===== config.mk =====
export PLATFORM = sky130hd
export DESIGN_NAME = entry_age_tracker
export DESIGN_NICKNAME = d
export VERILOG_FILES = /design/src/rtl/entry_age_tracker.sv
export SDC_FILE = /design/constraint.sdc
export NUM_CORES = 1
export LEC_CHECK = 0
export ABC_AREA = 1
export BUFFER_PORTS_ARGS = -buffer_cell sky130_fd_sc_hd__buf_4
export CAP_MARGIN = 10
export CORE_ASPECT_RATIO = 0.9
export CORE_UTILIZATION = 38
export DETAILED_ROUTE_END_ITERATION = 16
export GPL_TIMING_DRIVEN = 1
export PLACE_DENSITY = 0.59
export SYNTH_ARGS = -nofsm -noshare
export SYNTH_HDL_FRONTEND = slang
export SYNTH_SLANG_ARGS = --single-unit

===== constraint.sdc =====
create_clock -name clk -period 1.7 [get_ports clk]
set_input_delay 0.17 -clock clk [delete_from_list [all_inputs] [get_ports clk]]
set_output_delay 0.17 -clock clk [all_outputs]
set_load 0.02 [all_outputs]

===== src/rtl/entry_age_tracker.sv =====
`default_nettype none
// ============================================================================
//  Module   : entry_age_tracker
//  Purpose  : Per-entry age tracking (in seconds) for the associative buffer.
//             Entries are allocated/refreshed by touch and removed by clear.
//             Entries reaching MAX_AGE are reported one at a time over a
//             valid/ready handshake and invalidated when the report is taken.
//             The one-second timer runs only while at least one entry is valid.
//  Options  : `define EXPIRE_COUNT_EN adds a 16-bit saturating count of
//             entries actually invalidated by accepted expiry reports.
//  Revision : 1.0  initial release
// ============================================================================
module entry_age_tracker #(
    parameter int ENTRIES = 8,
    parameter int IDX_W   = 3,
    parameter int AGE_W   = 4,
    parameter int MAX_AGE = 10
) (
    input  logic               clk,
    input  logic               sync_reset,
    input  logic               second_elapsed,
    output logic               timer_enabled,
    input  logic               touch_valid,
    input  logic [IDX_W-1:0]   touch_idx,
    input  logic               clear_valid,
    input  logic [IDX_W-1:0]   clear_idx,
    output logic [ENTRIES-1:0] valid_vec,
    output logic               expire_valid,
    output logic [IDX_W-1:0]   expire_idx,
    input  logic               expire_ready
`ifdef EXPIRE_COUNT_EN
    ,
    output logic [15:0]        expire_count
`endif
);

    localparam logic [AGE_W-1:0] c_MAX_AGE = AGE_W'(MAX_AGE);

    typedef enum logic [1:0] {
        ST_IDLE    = 2'd0,
        ST_SCAN    = 2'd1,
        ST_PRESENT = 2'd2
    } state_t;

    // Entry state
    logic [ENTRIES-1:0] r_valid;
    logic [AGE_W-1:0]   r_age [ENTRIES];

    // Reporter state
    state_t             r_state;
    logic [IDX_W-1:0]   r_ptr;
    logic               r_expire_valid;
    logic [IDX_W-1:0]   r_expire_idx;

    // Per-entry decode
    logic [ENTRIES-1:0] w_expired;
    logic [ENTRIES-1:0] w_clr_hit;
    logic [ENTRIES-1:0] w_tch_hit;
    logic [ENTRIES-1:0] w_acc_hit;
    logic               w_any_expired;
    logic               w_handshake;

    // A report is consumed on any edge where it is presented and ready is high.
    assign w_handshake   = (r_state == ST_PRESENT) && expire_ready;
    assign w_any_expired = |w_expired;

    // Decode which entries are expired, cleared, touched or accepted this cycle.
    // Accepted expiry only applies if the entry is still expired, so a stale
    // report (entry refreshed while presented) never knocks out a live entry.
    always_comb begin
        w_expired = '0;
        w_clr_hit = '0;
        w_tch_hit = '0;
        w_acc_hit = '0;
        for (int i = 0; i < ENTRIES; i++) begin
            w_expired[i] = r_valid[i] && (r_age[i] == c_MAX_AGE);
            w_clr_hit[i] = clear_valid && (clear_idx == IDX_W'(i));
            w_tch_hit[i] = touch_valid && (touch_idx == IDX_W'(i));
            w_acc_hit[i] = w_handshake && (r_expire_idx == IDX_W'(i)) && w_expired[i];
        end
    end

    // Per-entry valid/age update: clear > touch > accepted expiry > tick.
    always_ff @(posedge clk) begin
        if (sync_reset) begin
            r_valid <= '0;
            for (int i = 0; i < ENTRIES; i++) begin
                r_age[i] <= '0;
            end
        end else begin
            for (int i = 0; i < ENTRIES; i++) begin
                if (w_clr_hit[i]) begin
                    r_valid[i] <= 1'b0;
                    r_age[i]   <= '0;
                end else if (w_tch_hit[i]) begin
                    r_valid[i] <= 1'b1;
                    r_age[i]   <= '0;
                end else if (w_acc_hit[i]) begin
                    r_valid[i] <= 1'b0;
                    r_age[i]   <= '0;
                end else if (second_elapsed && r_valid[i] && (r_age[i] != c_MAX_AGE)) begin
                    // Saturate at MAX_AGE so an unserviced entry stays expired.
                    r_age[i] <= r_age[i] + AGE_W'(1);
                end
            end
        end
    end

    // Round-robin expiry reporter: scan from ptr, present one entry, resume
    // scanning just past the presented index so every entry gets a turn.
    always_ff @(posedge clk) begin
        if (sync_reset) begin
            r_state        <= ST_IDLE;
            r_ptr          <= '0;
            r_expire_valid <= 1'b0;
            r_expire_idx   <= '0;
        end else begin
            case (r_state)
                ST_IDLE: begin
                    if (w_any_expired) begin
                        r_state <= ST_SCAN;
                    end
                end
                ST_SCAN: begin
                    if (!w_any_expired) begin
                        r_state <= ST_IDLE;
                    end else if (w_expired[r_ptr]) begin
                        r_expire_idx   <= r_ptr;
                        r_expire_valid <= 1'b1;
                        r_state        <= ST_PRESENT;
                    end else begin
                        r_ptr <= r_ptr + IDX_W'(1);
                    end
                end
                ST_PRESENT: begin
                    // Report is held stable until accepted, even if it went stale.
                    if (expire_ready) begin
                        r_expire_valid <= 1'b0;
                        r_ptr          <= r_ptr + IDX_W'(1);
                        r_state        <= ST_SCAN;
                    end
                end
                default: begin
                    r_state        <= ST_IDLE;
                    r_expire_valid <= 1'b0;
                end
            endcase
        end
    end

    assign valid_vec     = r_valid;
    assign timer_enabled = |r_valid;
    assign expire_valid  = r_expire_valid;
    assign expire_idx    = r_expire_idx;

`ifdef EXPIRE_COUNT_EN
    logic        w_inv_fire;
    logic [15:0] r_expire_count;

    // Count only handshakes that really removed an entry (not stale reports).
    assign w_inv_fire = |(w_acc_hit & ~w_clr_hit & ~w_tch_hit);

    // Saturating count of expiry-driven invalidations.
    always_ff @(posedge clk) begin
        if (sync_reset) begin
            r_expire_count <= '0;
        end else if (w_inv_fire && (r_expire_count != 16'hFFFF)) begin
            r_expire_count <= r_expire_count + 16'd1;
        end
    end

    assign expire_count = r_expire_count;
`endif

endmodule
`default_nettype wire


Yosys cells after proc, flatten, opt, wreduce, memory -nomap -nowiden
Memory sizes are Yosys's and may differ from the RTL's.
Cells that the tools add are included.
{"block": "word_totals", "output_inout_bits": 13, "word_cells": 394, "reg_bits": 17, "ramBits": 32, "mem_count": 1}
{"memory": "r_age", "depth": 8, "width": 4, "rd": 8, "rd_ports_with_merged_regs": 0, "wr": 8, "line": "47", "rtl": "logic [AGE_W-1:0] r_age [ENTRIES];"}
{"block": "classes", "bitwise_logic": 33, "add_sub_neg": 9, "n_eq_ne": 45, "n_mux": 209, "n_reduce_logical": 84, "n_lt_le_gt_ge": 1}
{"operator": "1-bit two-way mux", "n": 166}
{"operator": "4-bit two-way mux", "n": 32}
{"operator": "1-bit logical AND", "n": 57}
{"operator": "3-bit == test, second input constant", "n": 12}
{"operator": "4-bit by 1-bit adder with 4-bit output, second input constant", "n": 8}
{"operator": "4-bit == test, second input constant", "n": 8}
{"operator": "4-bit != test, second input constant", "n": 8}
{"operator": "1-bit OR", "n": 32}
{"operator": "3-bit by 2-bit == test with 1-bit output, second input constant", "n": 6}
{"operator": "2-bit nonzero test", "n": 9}
{"operator": "2-bit OR reduction", "n": 8}
{"operator": "8-bit OR reduction", "n": 2}
{"operator": "2-bit != test, second input constant", "n": 5}
{"operator": "3-bit by 1-bit == test with 1-bit output, second input constant", "n": 3}
{"operator": "3-bit logical NOT", "n": 3}
{"operator": "3-bit two-way mux", "n": 3}
{"operator": "2-bit two-way mux", "n": 4}
{"operator": "4-bit AND reduction", "n": 2}
{"operator": "2-bit case mux with 3 select lines", "n": 1}
{"operator": "3-bit case mux with 2 select lines", "n": 1}
{"operator": "3-bit AND reduction", "n": 2}
{"operator": "3-bit by 4-bit less-than comparator with 1-bit output, second input constant", "n": 1}
{"operator": "3-bit by 1-bit adder with 3-bit output, second input constant", "n": 1}
{"operator": "1-bit binary-select mux with 3-bit select", "n": 1}
{"operator": "6 further kinds", "n": 6}

Logic depth before layout (Yosys ltp)
{"block": "logic_depth", "word_depth": 11, "mapped_depth": 12, "ltp_nobuf": 12}

Worst setup path before layout
OpenSTA, ideal clock, no wires.
{"block": "synth_timing", "kind": "reg2reg", "start": "memory r_age[5][0] (netlist: r_age[1][4])", "end": "memory r_age[5][0] (netlist: r_age[1][4]) (enable)", "setup_slack_ns": 0.079, "t_arrival_ns": 1.314, "stages_incl_launch_ff": 9, "setup_ns": 0.307, "t_required_ns": 1.393, "n_path_buf": 0, "path_cell_list": "edfxtp_1 -> inv_1 -> ha_1 -> nand4_1 -> nand3b_1 -> nand2_1 -> nor2_1 -> nand4_2 -> nand2_1"}
{"item": "from (decl)", "line": "47"}

==> results.md <==
* Outcome: complete, no violations
* Clock slew at reported path FFs at 0.09 ns
* Synth Register Bits at a little under 50
* Min Tclk post-route at 1.70 ns
* Final nets at about 430
* Fmax at ~600 MHz
* CTS sink cnt at a little under 50
* Met1 Usage GRT at around a quarter
* Commonest cells after routing, fill and taps aside: sky130_fd_sc_hd__nor2_1 (58), sky130_fd_sc_hd__buf_4 (53), sky130_fd_sc_hd__nand2_1 (52)
* DRC errors left at 0
* Die Y-Extent at approximately 84 microns
* Number of inserted filler cells in the final layout at 705
* Library cell appearing most often on the critical path: sky130_fd_sc_hd__nand3_4
* Total power per unit cell area at 690 mW/mm^2
* Worst Skew at around 0.0042 ns
* Synth Warn # at 0
* HPWL after detailed placement at 4810 microns
* Reg area at 0.00130 sq mm
* Endpoint required time on the critical path at approximately 1.9 ns
* Grt peak-use layer: met2
* Global Route Usage Sum at roughly 17%
* Share of layout cells above drive strength 1 at 23.3%
* Worst flop-to-flop path startpoint: r_age[1][0]
* Final weighted congestion in routability-driven placement at 0.823
* Die outline width at 93.5 microns
* Leading cell type in the layout, fill and taps excluded: sky130_fd_sc_hd__nor2_1
* Area of the multi-input gates at 0.00149 sq mm
* M3 GR Usage at roughly 3.3%
* Avg Vias per Cell at 4.88
* GR Layer Usage met2 at 26.3%
* Vias in the first global route at 2230
* Worst-path fanout max at 5
* Area of the core at just over 0.007 sq mm
* Type of the tightest min-delay check: primary input to flop
* CP Launch Point: r_age[1][0]
* Number of H-tree branching levels at 2
* Boundary Pins at 25
* Count of mapped cells out of synthesis at ~340
* Critical Path End Type: flop
* Wire length of the first global-routing pass at 10300 microns
* Final ANT Viol Nets at 0
* Final Setup Violations at 0
* Root Buffer: sky130_fd_sc_hd__clkbuf_8
* Core Util, Final at 50.1%
* FP Rows at 29
* Count of TritonRoute iterations in the first routing pass at 4
* Worst-case setup margin in the final layout at 0.00490 ns
* Latest clock arrival within the worst-skew pair at 0.30 ns
* Unique cell type count in the Yosys netlist at 26
* Standby leakage power at 1.57 nW
* Number of diodes added for antenna fixing at 0
* Count of pins over their slew limit at 0
* TritonCTS buffer count at 5
* Post-synthesis net count at 372
* CTS max path bufs at 2
* Cell area after synthesis at 0.00286 sq mm
* Pre-CTS worst setup slack at -0.00399 ns
* Die Area at 0.00789 sq mm
* Maximum capacitance violations at 0
* Area Overhead vs Synth at 25.8%
* Critical path start-end classification: flop to flop
* RSZ-0062 raised after global routing: yes
* Number of antenna violations at the first check in global routing at 0
* Relative slew slack at a little under three quarters
* Startpoint types: flop
* Final Hold Violating Endpoints at 0
* Part of the Yosys area used for sequential elements at 45.4%
* Initial cell density of the core at 39.9%
* Data arrival at the endpoint of the critical path at 1.93 ns
* Worst IR Drop VDD at 0.353 mV
* Overflow left after global routing at 0
* Routed Wire Length at between 6000 and 7000 microns
* Slowest stage cell, crit path: sky130_fd_sc_hd__edfxtp_1
* Largest net degree at the start of global routing at 15
* Initial DRC Count at 120
* Cells traversed along the worst timing path: inv_1 -> ha_2 -> nand4_1 -> nand2_1 -> nand3_2 -> nand3_4 -> nand3_4 -> nand3_4 -> nand2_2 -> a21oi_2
* Hold Crit Start: sync_reset
* Average size of a mapped cell at 8.35 sq um
* Setup TNS after final layout at 0 ns
* Tightest hold margin at roughly 0.11 ns
* Share of the cycle needed by the critical path after routing at 99.7%
* Max stage delay on crit path at 0.39 ns
* CTS tree: done
* Overall via count from detail_route at 2420
* Pin slew with the least headroom to its limit at 0.426 ns
* Number of buffers inserted by port buffering at 24
* Post-DR wirelength/cell at 12.8 microns
[where the power goes]
part	total (mW)	switching, mW	internal [mW]
clock network	0.830	0.395	0.435
logic	0.292	0.167	0.125
registers	1.36	0.0425	1.32
total	2.48	0.605	1.88
[path summary, 6_finish.rpt]
path,cells after the start,end,slack (ns)
worst max-delay path,10,r_ptr[0],0.005
worst min-delay path,2,r_state[1],0.11
worst max register to register,10,r_ptr[0],0.005
worst min register to register,2,expire_valid,0.48
[sequential cells by signal (all words and copies together) (netlist names)]
signal	count
r_ptr	3
r_state	2
expire_valid	1
expire_idx	3
valid_vec	8
r_age	32
[critical path, delay by kind of cell, from the launching register on]
family / cells / cell delay (ns)
simple gates: 7 / 0.87
flops: 1 / 0.39
fa+ha+maj: 1 / 0.17
compound gates: 1 / 0.13
buf+inv: 1 / 0.07
[cell usage after synthesis]
master,number,area (sq um)
sky130_fd_sc_hd__a21boi_0,1,7.51
sky130_fd_sc_hd__a21oi_1,17,85.1
sky130_fd_sc_hd__a31oi_1,1,6.26
sky130_fd_sc_hd__and2_1,1,6.26
sky130_fd_sc_hd__buf_2,2,10.0
sky130_fd_sc_hd__clkbuf_1,1,3.75
sky130_fd_sc_hd__dfxtp_1,17,340
sky130_fd_sc_hd__edfxtp_1,32,961
sky130_fd_sc_hd__ha_1,17,213
sky130_fd_sc_hd__inv_1,47,176
sky130_fd_sc_hd__nand2_1,58,218
sky130_fd_sc_hd__nand3_1,24,120
sky130_fd_sc_hd__nand3_2,3,30.0
sky130_fd_sc_hd__nand3_4,2,35.0
sky130_fd_sc_hd__nand3b_1,7,52.6
sky130_fd_sc_hd__nand4_1,23,144
sky130_fd_sc_hd__nand4_2,1,12.5
sky130_fd_sc_hd__nor2_1,62,233
sky130_fd_sc_hd__nor2_2,2,12.5
sky130_fd_sc_hd__nor4_1,2,12.5
sky130_fd_sc_hd__o211ai_1,1,7.51
sky130_fd_sc_hd__o21a_1,1,7.51
sky130_fd_sc_hd__o21ai_0,3,15.0
sky130_fd_sc_hd__or2_2,1,6.26
sky130_fd_sc_hd__xnor2_1,8,70.1
sky130_fd_sc_hd__xor2_1,9,78.8
[what timing repair did]
action / CTS / global route
pin swaps: 0 / 15
setup endpoints to repair: 4 / 41
setup buffers: 0 / 9
gates resized for setup: 2 / 33
hold buffers: 0 / 0
cloned: 0 / 1
[routing by layer]
metal  wire length [microns]  part of all wire, %
met5                       0                    0
met4                      27                 0.43
met3                     298                  4.7
met2                    2910                   46
met1                    3100                   49
[per-stage QoR]
stage | total power, mW | instances | cell area (sq um)
after floorplan | 1.55 | 343 | 2860
after global placement | 1.66 | 478 | 3300
after global routing | 2.58 | 496 | 3600
final | 2.48 | 496 | 3600
after CTS | 2.47 | 486 | 3420
after detailed placement | 1.66 | 478 | 3300
[layout make-up]
| type | instances | share of cell area (%) |
|---|---|---|
| clock buffer | 6 | 2.01 |
| clock inverter | 2 | 0.938 |
| tap | 93 | 3.23 |
| timing repair buffer | 54 | 11.4 |
| sequential | 49 | 36.2 |
| inverter | 47 | 4.90 |
| multi-input combinational | 245 | 41.4 |
[logic make-up after synthesis]
group / Yosys count / share of synthesized area [%]
compound gates: 24 / 4.50
xor+xnor: 17 / 5.20
fa+ha+maj: 17 / 7.43
buf+inv: 50 / 6.64
flops: 49 / 45.4
simple gates: 186 / 30.8
Power figures use the tool's default switching activity.
